$ cat src/rtl/clic_synth_pkg.sv
// Register-bus types shared by the CLIC register master and its users.
//   reg_req_t : request toward the CLIC register file (addr, write, wdata, wstrb, valid)
//   reg_rsp_t : response from the CLIC register file (rdata, error, ready)
package clic_synth_pkg;

  typedef struct packed {
    logic [31:0] addr;
    logic        write;
    logic [31:0] wdata;
    logic [3:0]  wstrb;
    logic        valid;
  } reg_req_t;

  typedef struct packed {
    logic [31:0] rdata;
    logic        error;
    logic        ready;
  } reg_rsp_t;

endpackage

$ cat src/rtl/clic_reg_master.sv
// clic_reg_master: turns single command/response handshakes into register-bus
// transactions toward the CLIC register file. At most one transaction is in
// flight. A request that sees no ready for TimeoutCycles valid cycles is
// aborted and answered with error+timeout.
//
// Ports:
//   clk_i, rst_ni         clock, synchronous active-low reset
//   cmd_*                 command channel (valid/ready, addr, write, wdata, wstrb)
//   rsp_*                 response channel (valid/ready, rdata, error, timeout)
//   reg_req_o, reg_rsp_i  register-bus request/response
//   state_dbg             current FSM state (IDLE=0, REQ=1, RSP=2)
//
// Handshakes: every channel transfers on a rising edge where valid && ready
// are both high. A valid, once raised, keeps its payload stable until that
// transfer (or, for reg_req_o, until timeout). cmd_ready_o and rsp_valid_o
// depend on state only, never combinationally on the other side's signals.
module clic_reg_master #(
  parameter type         reg_req_t     = clic_synth_pkg::reg_req_t,
  parameter type         reg_rsp_t     = clic_synth_pkg::reg_rsp_t,
  parameter int unsigned TimeoutCycles = 1024
) (
  input  logic        clk_i,
  input  logic        rst_ni,
  input  logic        cmd_valid_i,
  output logic        cmd_ready_o,
  input  logic [31:0] cmd_addr_i,
  input  logic        cmd_write_i,
  input  logic [31:0] cmd_wdata_i,
  input  logic [3:0]  cmd_wstrb_i,
  output logic        rsp_valid_o,
  input  logic        rsp_ready_i,
  output logic [31:0] rsp_rdata_o,
  output logic        rsp_error_o,
  output logic        rsp_timeout_o,
  output reg_req_t    reg_req_o,
  input  reg_rsp_t    reg_rsp_i,
  output logic [1:0]  state_dbg
);

  // A zero-width counter is illegal, so a disabled timeout still keeps one bit.
  localparam int CntW = (TimeoutCycles > 0) ? $clog2(TimeoutCycles + 1) : 1;
  localparam logic [CntW-1:0] CntLast =
    CntW'((TimeoutCycles > 0) ? (TimeoutCycles - 1) : 0);
  localparam logic [CntW-1:0] CntMax = '1;
  localparam bit TimeoutEn = (TimeoutCycles != 0);

  typedef enum logic [1:0] {
    IDLE = 2'd0,
    REQ  = 2'd1,
    RSP  = 2'd2
  } state_e;

  state_e state_q, state_d;

  logic [31:0]     addr_q;
  logic            write_q;
  logic [31:0]     wdata_q;
  logic [3:0]      wstrb_q;
  logic [31:0]     rdata_q;
  logic            error_q;
  logic            timeout_q;
  logic [CntW-1:0] cnt_q;

  logic accept;
  logic complete;
  logic expire;

  // Next state and transaction events
  always_comb begin
    state_d  = state_q;
    accept   = 1'b0;
    complete = 1'b0;
    expire   = 1'b0;
    case (state_q)
      IDLE: begin
        if (cmd_valid_i) begin
          accept  = 1'b1;
          state_d = REQ;
        end
      end
      REQ: begin
        // Ready is checked first so it wins over a simultaneous timeout.
        if (reg_rsp_i.ready) begin
          complete = 1'b1;
          state_d  = RSP;
        end else if (TimeoutEn && (cnt_q == CntLast)) begin
          expire  = 1'b1;
          state_d = RSP;
        end
      end
      RSP: begin
        if (rsp_ready_i) state_d = IDLE;
      end
      default: state_d = IDLE;
    endcase
  end

  always_ff @(posedge clk_i) begin
    if (!rst_ni) begin
      state_q <= IDLE;
    end else begin
      state_q <= state_d;
    end
  end

  // Captured command, response and wait counter
  always_ff @(posedge clk_i) begin
    if (!rst_ni) begin
      addr_q    <= '0;
      write_q   <= 1'b0;
      wdata_q   <= '0;
      wstrb_q   <= '0;
      rdata_q   <= '0;
      error_q   <= 1'b0;
      timeout_q <= 1'b0;
      cnt_q     <= '0;
    end else begin
      if (accept) begin
        addr_q  <= cmd_addr_i;
        write_q <= cmd_write_i;
        wdata_q <= cmd_wdata_i;
        wstrb_q <= cmd_write_i ? cmd_wstrb_i : 4'h0;
        cnt_q   <= '0;
      end
      if (state_q == REQ && !reg_rsp_i.ready && cnt_q != CntMax) begin
        cnt_q <= cnt_q + 1'b1;
      end
      if (complete) begin
        rdata_q   <= write_q ? 32'h0 : reg_rsp_i.rdata;
        error_q   <= reg_rsp_i.error;
        timeout_q <= 1'b0;
      end else if (expire) begin
        rdata_q   <= 32'h0;
        error_q   <= 1'b1;
        timeout_q <= 1'b1;
      end
    end
  end

  always_comb begin
    reg_req_o       = '0;
    reg_req_o.addr  = addr_q;
    reg_req_o.write = write_q;
    reg_req_o.wdata = wdata_q;
    reg_req_o.wstrb = wstrb_q;
    reg_req_o.valid = (state_q == REQ);
  end

  assign cmd_ready_o   = (state_q == IDLE);
  assign rsp_valid_o   = (state_q == RSP);
  assign rsp_rdata_o   = rdata_q;
  assign rsp_error_o   = error_q;
  assign rsp_timeout_o = timeout_q;
  assign state_dbg     = state_q;

endmodule
$ cat config.mk
export PLATFORM = sky130hd
export DESIGN_NAME = clic_reg_master
export DESIGN_NICKNAME = d
export VERILOG_FILES = /design/src/rtl/clic_synth_pkg.sv /design/src/rtl/clic_reg_master.sv
export SDC_FILE = /design/constraint.sdc
export NUM_CORES = 1
export LEC_CHECK = 0
export BUFFER_PORTS_ARGS = -buffer_cell sky130_fd_sc_hd__buf_2
export CAP_MARGIN = 5
export CORE_ASPECT_RATIO = 1.5
export CORE_MARGIN = 3
export CORE_UTILIZATION = 41
export CTS_CLUSTER_SIZE = 28
export DETAILED_ROUTE_END_ITERATION = 6
export PLACE_DENSITY = 0.73
export SYNTH_ARGS = -nofsm -noshare
export SYNTH_HDL_FRONTEND = slang
export SYNTH_SLANG_ARGS = --single-unit
$ cat constraint.sdc
create_clock -name clk_i -period 2 [get_ports clk_i]
set_clock_uncertainty 0.2 [all_clocks]
set_input_delay 0.2 -clock clk_i [delete_from_list [all_inputs] [get_ports clk_i]]
set_output_delay 0.2 -clock clk_i [all_outputs]
set_load 0.02 [all_outputs]
==> results.toml <==
[run_status]
status = "finished clean"

[worst_setup_path]
cp.arrival_ns = 1.98
worstSetupStartpointType = "register"
reg2regPathDepth = 5
critical_path_class = "reg -> reg"
required_ns = 2.09
worstReg2RegStart = "cnt_q[7]"
r2r_slack_ns = 0.11
crit_fanout = 32
endpoint_kind = "register"
r2r_end = "rsp_rdata_o[14]"

[place]
placed_cells = 796
gp_congestion = 0.822
port_buffers = 214
dp_slack_ns = 0.0487
dp_hpwl_um = 8490

[die]
initial_core_util = 0.425
rows = 45
io_pins = 215
die_h_um = 132
core-area_mm2 = 0.0102
dieArea_mm2 = 0.0119
die_width_um = 89.9

[min_path]
hp-start = "cmd_valid_i"
min_to = "cnt_q[4]"
min_path_cells = 4
hp-class = "in -> reg"

[drt]
first_pass_iters = 5
wl_per_cell_um = 15.5
drtAntennaViolNets = 0
drtIter0Drc = 128
drc = 0
vias_per_cell = 5.01
vias = 4673
routed_wl_um = 14400

[timing]
finalMaxSlewViolations = 0
period_share = 0.944
grt_setup_unrepaired = "false"
hold_viol = 0
worst_slew_pin_slew_ns = 0.554
fin_ws_ns = 0.112
finalSetupViolations = 0
holdWs_ns = 0.0137
tns_ns = 0
maxSlewHeadroom = 0.631
max_clock_freq_ghz = 0.530
period_needed_ns = 1.89

[synthesis]
synth.top_cells.by_count = "nand2_1 (144), dfxtp_1 (116), a21boi_0 (71)"
synthArstFlopShare = 0
synth-seq-cells = 116
ys_types = 45
yosysMostFrequentCell = "nand2_1"
synth_area_leaders = "dfxtp_1 (54%), nand2_1 (12%), a21boi_0 (12%)"
ys_warn_count = 0
netlist_area_mm2 = 0.00433
synth_largest_area_cell = "dfxtp_1"
syn_inst = 465
yosysSeqAreaShare = 0.537
synth-edff-count = 0
netlist.area_leader.share = 0.537
synth_flop_cell = "dfxtp_1"
synth_nets = 573
syn_avg_cell_area_um2 = 9.31

[power]
power.leakage_nw = 3.32
powerDensity_mw_per_mm2 = 920
ir_drop_uv = 648

[global_routing]
grtUsageTotal = 0.243
grt_pass1_vias = 4863
antenna_found_initial = 1
grt_max_degree = 70
grt_pass1_wl_um = 23400
grt_overflow = 0

[clocking]
h-tree-depth = 4
clk_path_buf_depth = 2
postCtsSetupRepairBufs = 0
tritoncts = "done"
root_buffer = "clkbuf_16"
cts_buffers = 17
path_clk_slew_ns = 0.06
cts_sinks = 116
insertion_delay_ns = 0.41

[layout]
nets = 886
fin_util = 0.711
final_cells = 932
n_fill_cell = 690
area_growth_syn_to_layout_pct = 67.4
drive_gt1_frac = 0.345
insertedDiodeCount = 0

[flow_run]
maxCapViolCount = 0
-- sequential cells by signal, indices dropped and copies added (netlist names) --
| signal | cells |
|---|---|
| addr_q | 32 |
| rsp_rdata_o | 32 |
| wdata_q | 32 |
| cnt_q | 11 |
| wstrb_q | 4 |
| state_dbg | 2 |
| rsp_error_o | 1 |
| rsp_timeout_o | 1 |
| write_q | 1 |
-- through the flow --
step / total power, mW / instance area, um^2
6_report: 6.67 / 7240
5_1_grt: 6.92 / 7240
4_1_cts: 6.70 / 7230
3_5_place_dp: 3.37 / 5550
3_3_place_gp: 3.35 / 5550
2_1_floorplan: 3.03 / 4330
-- metal layers --
layer | wire (um) | global-route usage | up-vias
met5 | 13 | 0 | -
met4 | 548 | 0.130 | 2
met3 | 1050 | 0.0828 | 49
met2 | 7600 | 0.441 | 222
met1 | 5220 | 0.242 | 2173
li1 | - | - | 2227
-- what timing repair did --
item                       in CTS  in global routing
setup endpoints to repair       0                 36
resized for setup               0                  5
hold endpoints to repair      110                  0
hold buffers                  104                  0
-- critical path, stage by stage, from the launching register on --
cell	delay, ns
dfxtp_1	0.40
nand4_1	0.29
o41ai_2	0.37
a21boi_2	0.12
buf_12	0.18
a22o_1	0.20
-- cell type report --
type / count / area [um^2] / area share
clock buffer: 21 / 480 / 0.0663
clock inverter: 11 / 150 / 0.0207
inverter: 2 / 7.51 / 0.00104
multi-input combinational: 313 / 1880 / 0.259
sequential: 116 / 2320 / 0.321
tap: 141 / 176 / 0.0244
timing repair buffer: 328 / 2220 / 0.307
-- logic make-up after synthesis --
kind of cell | share of synthesized area
DFF | 0.537
buffers and inverters | 0.0358
and+or+nand+nor | 0.183
muxes | 0.00520
xor gates and xnor gates | 0.00405
adders and majority gates | 0.00289
AOI/OAI and AO/OA | 0.232
-- power breakdown --
part,internal [mW],total (mW),leakage (nW),switching (mW)
clock,2.09,3.16,0.294,1.07
combinational,0.441,0.981,2.08,0.539
sequential,2.45,2.52,0.948,0.0764
-- worst max path at each step --
stage | endpoint | from | slack (ns)
6_report | rsp_rdata_o[14] | cnt_q[7] | 0.11
5_1_grt | cnt_q[7] | cnt_q[7] | 0.02
4_1_cts | cnt_q[7] | cnt_q[0] | 0.02
3_5_place_dp | cnt_q[7] | cnt_q[0] | 0.05
3_3_place_gp | rsp_rdata_o[26] | cnt_q[0] | 0.11
2_1_floorplan | wdata_q[20] | state_dbg[1] | 0.06
-- layout by cell type, fill, tap and decap left out, drive strengths merged, types with 5 or more instances in the layout --
cell	instances
dlygate4sd3	104
nand3	7
nand2	144
clkbuf	21
a22o	33
dfxtp	116
nor2	5
a21boi	72
buf	224
clkinvlp	5
Power figures use the tool's default switching activity.
